[src/rtl/serial_add_ctrl.sv]
// Bit-serial adder sequencer: drives one external active-low-input full adder
// LSB-first for WIDTH cycles and returns {cout, sum} over a valid/ack handshake.
module serial_add_ctrl #(
  parameter int WIDTH = 8,
  localparam int CW = $clog2(WIDTH)
) (
  input  logic             clk,
  input  logic             rst,
  input  logic             start,
  input  logic [WIDTH-1:0] a_in,
  input  logic [WIDTH-1:0] b_in,
  input  logic             cin_in,
  output logic             ready,
  output logic [WIDTH-1:0] sum_out,
  output logic             cout_out,
  output logic             valid,
  input  logic             ack,
  output logic             fa_nA,
  output logic             fa_nB,
  output logic             fa_nCin,
  input  logic             fa_S,
  input  logic             fa_Cout
);

  typedef enum logic [1:0] {
    IDLE = 2'd0,
    RUN  = 2'd1,
    DONE = 2'd2
  } state_t;

  localparam logic [CW-1:0] LAST_BIT = CW'(WIDTH - 1);

  state_t           state;
  logic [WIDTH-1:0] a_sh;
  logic [WIDTH-1:0] b_sh;
  logic [WIDTH-1:0] sum_sh;
  logic             carry;
  logic [CW-1:0]    cnt;
  logic [WIDTH-1:0] sum_next;

  // Sum bit from the adder enters at the MSB so the LSB-first stream lands in place.
  assign sum_next = {fa_S, sum_sh[WIDTH-1:1]};

  always_ff @(posedge clk) begin
    if (rst) begin
      state    <= IDLE;
      a_sh     <= '0;
      b_sh     <= '0;
      sum_sh   <= '0;
      carry    <= 1'b0;
      cnt      <= '0;
      sum_out  <= '0;
      cout_out <= 1'b0;
    end else begin
      unique case (state)
        IDLE: begin
          if (start) begin
            a_sh  <= a_in;
            b_sh  <= b_in;
            carry <= cin_in;
            cnt   <= '0;
            state <= RUN;
          end
        end
        RUN: begin
          sum_sh <= sum_next;
          a_sh   <= {1'b0, a_sh[WIDTH-1:1]};
          b_sh   <= {1'b0, b_sh[WIDTH-1:1]};
          carry  <= fa_Cout;
          cnt    <= cnt + 1'b1;
          if (cnt == LAST_BIT) begin
            sum_out  <= sum_next;
            cout_out <= fa_Cout;
            state    <= DONE;
          end
        end
        DONE: begin
          if (ack) begin
            state <= IDLE;
          end
        end
        default: state <= IDLE;
      endcase
    end
  end

  assign ready = (state == IDLE);
  assign valid = (state == DONE);

  // Adder sees logical zeros outside RUN so it stays quiet between additions.
  assign fa_nA   = (state == RUN) ? ~a_sh[0] : 1'b1;
  assign fa_nB   = (state == RUN) ? ~b_sh[0] : 1'b1;
  assign fa_nCin = (state == RUN) ? ~carry   : 1'b1;

endmodule

[config.mk]
export PLATFORM = sky130hd
export DESIGN_NAME = serial_add_ctrl
export DESIGN_NICKNAME = d
export VERILOG_FILES = /design/src/rtl/serial_add_ctrl.sv
export SDC_FILE = /design/constraint.sdc
export NUM_CORES = 1
export LEC_CHECK = 0
export ABC_CLOCK_PERIOD_IN_PS = 1100
export BUFFER_PORTS_ARGS = -buffer_cell sky130_fd_sc_hd__buf_2
export CAP_MARGIN = 40
export CORE_MARGIN = 8
export CORE_UTILIZATION = 47
export DETAILED_ROUTE_END_ITERATION = 10
export GPL_TIMING_DRIVEN = 0
export PLACE_DENSITY = 0.74
export SLEW_MARGIN = 10
export SYNTH_ARGS = -nofsm -noshare
export SYNTH_HDL_FRONTEND = slang
export SYNTH_SLANG_ARGS = --single-unit
[constraint.sdc]
create_clock -name clk -period 1.1 [get_ports clk]
set_input_delay 0.055 -clock clk [delete_from_list [all_inputs] [get_ports clk]]
set_output_delay 0.055 -clock clk [all_outputs]
set_load 0.02 [all_outputs]
# Word level (Yosys, flattened, before mapping)
# Index checks and enable logic that the tools add are counted.
dict set report totals {
  reg_bits 39
  out_inout_bits 14
}
dict set report op_classes {
  addsub 1
  eq_ne 6
  muxes 15
  bitwise_logic 3
  n_reduce_logical 5
}
# cell count
set op_table {}
lappend op_table {{case mux 8 bit (2 select lines)} 2}
lappend op_table {{2-to-1 mux 8 bit} 2}
lappend op_table {{2-to-1 mux 2 bit} 3}
lappend op_table {{case mux 2 bit (3 select lines)} 1}
lappend op_table {{case mux 3 bit (2 select lines)} 1}
lappend op_table {{2-to-1 mux 1 bit} 4}
lappend op_table {{!= test 2 bit (second input constant)} 2}
lappend op_table {{AND reduction 2 bit} 2}
lappend op_table {{adder 3 x 1 -> 3 bit (second input constant)} 1}
lappend op_table {{== test 3 bit (second input constant)} 1}
lappend op_table {{2-to-1 mux 3 bit} 1}
lappend op_table {{inverter 1 bit} 3}
lappend op_table {{AND reduction 3 bit} 1}
lappend op_table {{== test 2 x 1 -> 1 bit (second input constant)} 1}
lappend op_table {{== test 2 bit (second input constant)} 1}
lappend op_table {{zero test 2 bit} 1}
lappend op_table {{!= test 2 x 1 -> 1 bit (second input constant)} 1}
lappend op_table {{case mux 1 bit (2 select lines)} 1}
lappend op_table {{nonzero test 2 bit} 1}

# Depth between registers and ports, before layout
dict set report depth {
  word_depth 3
  ltp_mapped 6
  mapped_depth_nobuf 5
}

# Least setup slack after synthesis
# No wires, ideal clock.
dict set report synth_path {
  kind {flip-flop to flip-flop}
  from {register cnt[0]}
  to {register state[0]}
  setup_ns 0.131
  t_arrival_ns 1.107
  setup_slack_ns -0.137
  stages_incl_launch_ff 7
  path_buffers 1
  path_cell_list {dfxtp_1 > ha_1 > ha_1 > clkbuf_1 > inv_1 > mux2i_1 > nor3_1}
}
dict set report synth_via {
  elab_chain_cells 3
}
# item line_no
set synth_lines {}
lappend synth_lines {{from (decl)} 38} ;# logic [CW-1:0] cnt;
lappend synth_lines {{from (signal assigned)} 70} ;# cnt <= cnt + 1'b1;
lappend synth_lines {{== test 3 bit} 71} ;# if (cnt == LAST_BIT) begin
lappend synth_lines {{!= test 2 bit (no line)} --}
lappend synth_lines {{AND reduction 3 bit (no line)} --}
lappend synth_lines {{to (signal assigned)} 74} ;# state <= DONE;
lappend synth_lines {{to (signal assigned)} 79} ;# state <= IDLE;
lappend synth_lines {{to (signal assigned)} 82} ;# default: state <= IDLE;
lappend synth_lines {{to (decl)} 33} ;# state_t state;
# Every way passes these cells.
# A chain may end at the register's enable or synchronous reset.

# Worst setup path in the final report
dict set report layout_path {
  from {register state[1]}
  to {output port fa_nB}
}
dict set report layout_via {
  elab_chain_cells 2
}
# item line_no
set layout_lines {}
lappend layout_lines {{from (signal assigned)} 46} ;# state <= IDLE;
lappend layout_lines {{from (signal assigned)} 62} ;# state <= RUN;
lappend layout_lines {{from (signal assigned)} 74}
lappend layout_lines {{== test 2 x 1 -> 1 bit} 92} ;# assign fa_nB = (state == RUN) ? ~b_sh[0] : 1'b1;
lappend layout_lines {{2-to-1 mux 1 bit} 92}
lappend layout_lines {{to (decl)} 19} ;# output logic fa_nB,
# Every way passes these cells.

==> flow_summary.ini <==
[die]
number_of_standard_cell_rows_in_the_floorplan = 21
top_level_ports = 37
die_y_um = 73.6
core_region_area_mm2 = 0.00326
starting_density_of_the_core_pct = 47.8
die_width_um = 73.6
fp.dieArea_mm2 = 0.00541

[power_and_ir_drop]
power.density_mw_per_mm2 = 1070
worst_ir_drop_on_vdd_v = 0.000863
static-leakage-power_nw = 1.04

[setup_path]
critical_path_arrival_ps = 1340
path_depth = 5
critical_path_required_time_ps = 1040
crit_path_cell_trace = buf_8 > and2b_2 > buf_6 > nand2_4 > buf_6
critical_path_peak_fanout = 4
critical_path.max_stage_delay_ps = 350
worst_r2r_endpoint = cnt[0]
startpoint_type = register
ff_to_ff_path_depth = 7
critPathBufInv = 3
reg2reg_setup_slack_ps = -270
critical-path-top-delay-family = buffers and inverters
endpoint_class_of_the_critical_path = output pin
cp_slowest_cell = dfxtp_2
timing.critical_path.mode_cell = buf_6
critical_path_class = reg -> out
r2r-start = state[1]

[yosys]
ys_async_sr_fraction_pct = 0
dominantRegCellSynth = dfxtp_1
synth_seq_cells = 38
synth-seq-area-share_pct = 48.8
yosysTopAreaCellShare_pct = 48.8
ys_top_cells_by_area = dfxtp_1, nor2_1, nand2_1
post_synth_instance_area_mm2 = 0.00156
syn-num-nets = 217
netlist_instances = 192
synth_top_cell_by_area = dfxtp_1
synth-edff-count = 0
synth_most_common_cell = nor2_1
ys_types = 27
synthTopCellsByCount = nor2_1, dfxtp_1, nand2_1
syn_avg_cell_area_um2 = 8.11
yosysWarningCount = 0

[final_layout]
antenna_cells_inserted = 0
area.growth.synth_to_final_pct = 62.7
finalNetCount = 297
filler_cell_count = 229
final_layout_size_suffix_gt1_share_pct = 48.2
fin_util_pct = 77.8

[place]
globalplace.congestion = 0.732
port-buffer-count = 35
detailedPlacementHpwl_um = 2450

[min_path]
timing.hold.worst.class = in -> reg
holdPathStages = 3
worst_hold_path.endpoint = state[0]
worstHoldStart = start

[grt]
first_global_vias = 1527
grt_max_degree = 11
antenna_found_initial = 0
grt_overflow_total = 0
groute.usage.overall_pct = 16.1
first_pass_grt_wire_length_um = 6760

[cts]
cts.reportedPaths.clkPinSlew_ps = 100
clock_root_cell = clkbuf_4
cts_inserted_buffers = 5
cts_num_sinks = 38
tritoncts_clock_tree = built
htree_levels = 2
clk_latency_ps = 340
cts_max_path_buffers = 2

[timing]
finalHoldViolations = 0
maxSlewHeadroom_pct = 57.6
finalSetupTns_ps = -8630
rsz0062_at_grt = yes
finalCriticalPeriod_ps = 1400
setup_viol = 42
finClkSkew_ps = 9.99
post-route-period-util_pct = 127
worst_slew_pin_slew_ps = 635
timing.fmax_ghz = 0.715
report.final.slew_viol_count = 0
postLayoutSetupSlackWorst_ps = -299

[detailed_routing]
drt_iter0_markers = 77
drc_violation_count_after_routing = 0
wl_per_cell_um = 14.2
overall_routed_net_length_um = 4510
drt_pre_antenna_iters = 4
vias_per_cell = 5.08
route.antenna.remaining_nets = 0
vias = 1614

[outcome]
violations = negative setup slack
run_status = finished, violations left

[job]
max_cap_viol_count = 0
==> placed cells by master (no fill, tap or decap), drive strengths merged <==
cell type / instances
nor2b: 2
o21ba: 1
ha: 2
nand3b: 3
nor2: 50
mux2i: 2
nand2b: 2
nand2: 26
nand3: 9
buf: 62
clkbuf: 12
nor3: 1
o21bai: 1
and2b: 1
nor4: 15
or3b: 1
o21ai: 2
dlygate4sd3: 20
inv: 1
a21oi: 19
dfxtp: 38
a22oi: 2
==> repair_timing <==
action | in CTS | in global routing
buffers inserted | 8 | 9
cloned | 2 | 0
resized for setup | 49 | 45
hold buffers | 18 | 2
hold endpoints to repair | 19 | 2
endpoints found under the setup margin | 41 | 43
pin swaps | 9 | 11
==> cell type report <==
type / instances / area (um^2) / area share (%)
inverters: 1 / 3.75 / 0.148
clock buffers: 7 / 45.0 / 1.78
multi-input cells: 139 / 955 / 37.7
well taps: 46 / 57.6 / 2.27
flip-flops and latches: 38 / 766 / 30.2
repair buffers: 74 / 584 / 23.1
plain buffers: 13 / 123 / 4.84
==> tightest hold or removal path: cells and delay by family <==
family	cells	cell delay, ps
AND/OR/NAND/NOR	1	60
multiplexers	1	130
buffers and inverters	1	140
==> power breakdown <==
group	switching [mW]	leakage [nW]	internal, mW
combinational	0.260	0.701	0.282
sequential	0.0403	0.313	1.44
clock	0.435	0.0254	0.241
==> per-layer routing <==
layer	track usage (%)	wire length, um	share of wire (%)	vias up
li1	-	-	-	800
met1	18.4	1950	43	756
met2	25.9	2220	49	47
met3	6.14	261	5.8	11
met4	7.10	80	1.8	0
met5	0	0	0	-
==> registers in the layout, indices dropped and copies added (netlist names) <==
name	count
state	2
sum_sh	7
sum_out	8
a_sh	8
carry	1
b_sh	8
cnt	3
cout_out	1
==> worst max path at each step <==
stage             start  endpoint  slack [ps]
2_1_floorplan  state[1]     carry         -90
4_1_cts        state[1]   fa_nCin        -290
5_1_grt        state[1]     fa_nA        -360
3_3_place_gp   state[0]   fa_nCin        -200
3_5_place_dp   state[0]   fa_nCin        -200
6_report       state[1]     fa_nB        -300
==> per-stage QoR <==
step	hold slack (ps)	power, mW	worst slack (ps)	instances	area (um^2)
after global routing	67.1	2.82	-360	318	2530
after floorplan	191	1.72	-91.8	192	1590
after global placement	315	1.82	-204	273	1830
after CTS	2.19	2.61	-289	308	2270
final	82.8	2.70	-299	318	2530
after detailed placement	321	1.82	-204	273	1830
==> logic make-up after synthesis <==
group	share of synthesized area, %
mux	1.29
buf+inv	5.46
simple gates	34.0
fa+ha+maj	1.61
compound gates	8.84
flops	48.8
Power figures use the tool's default switching activity.
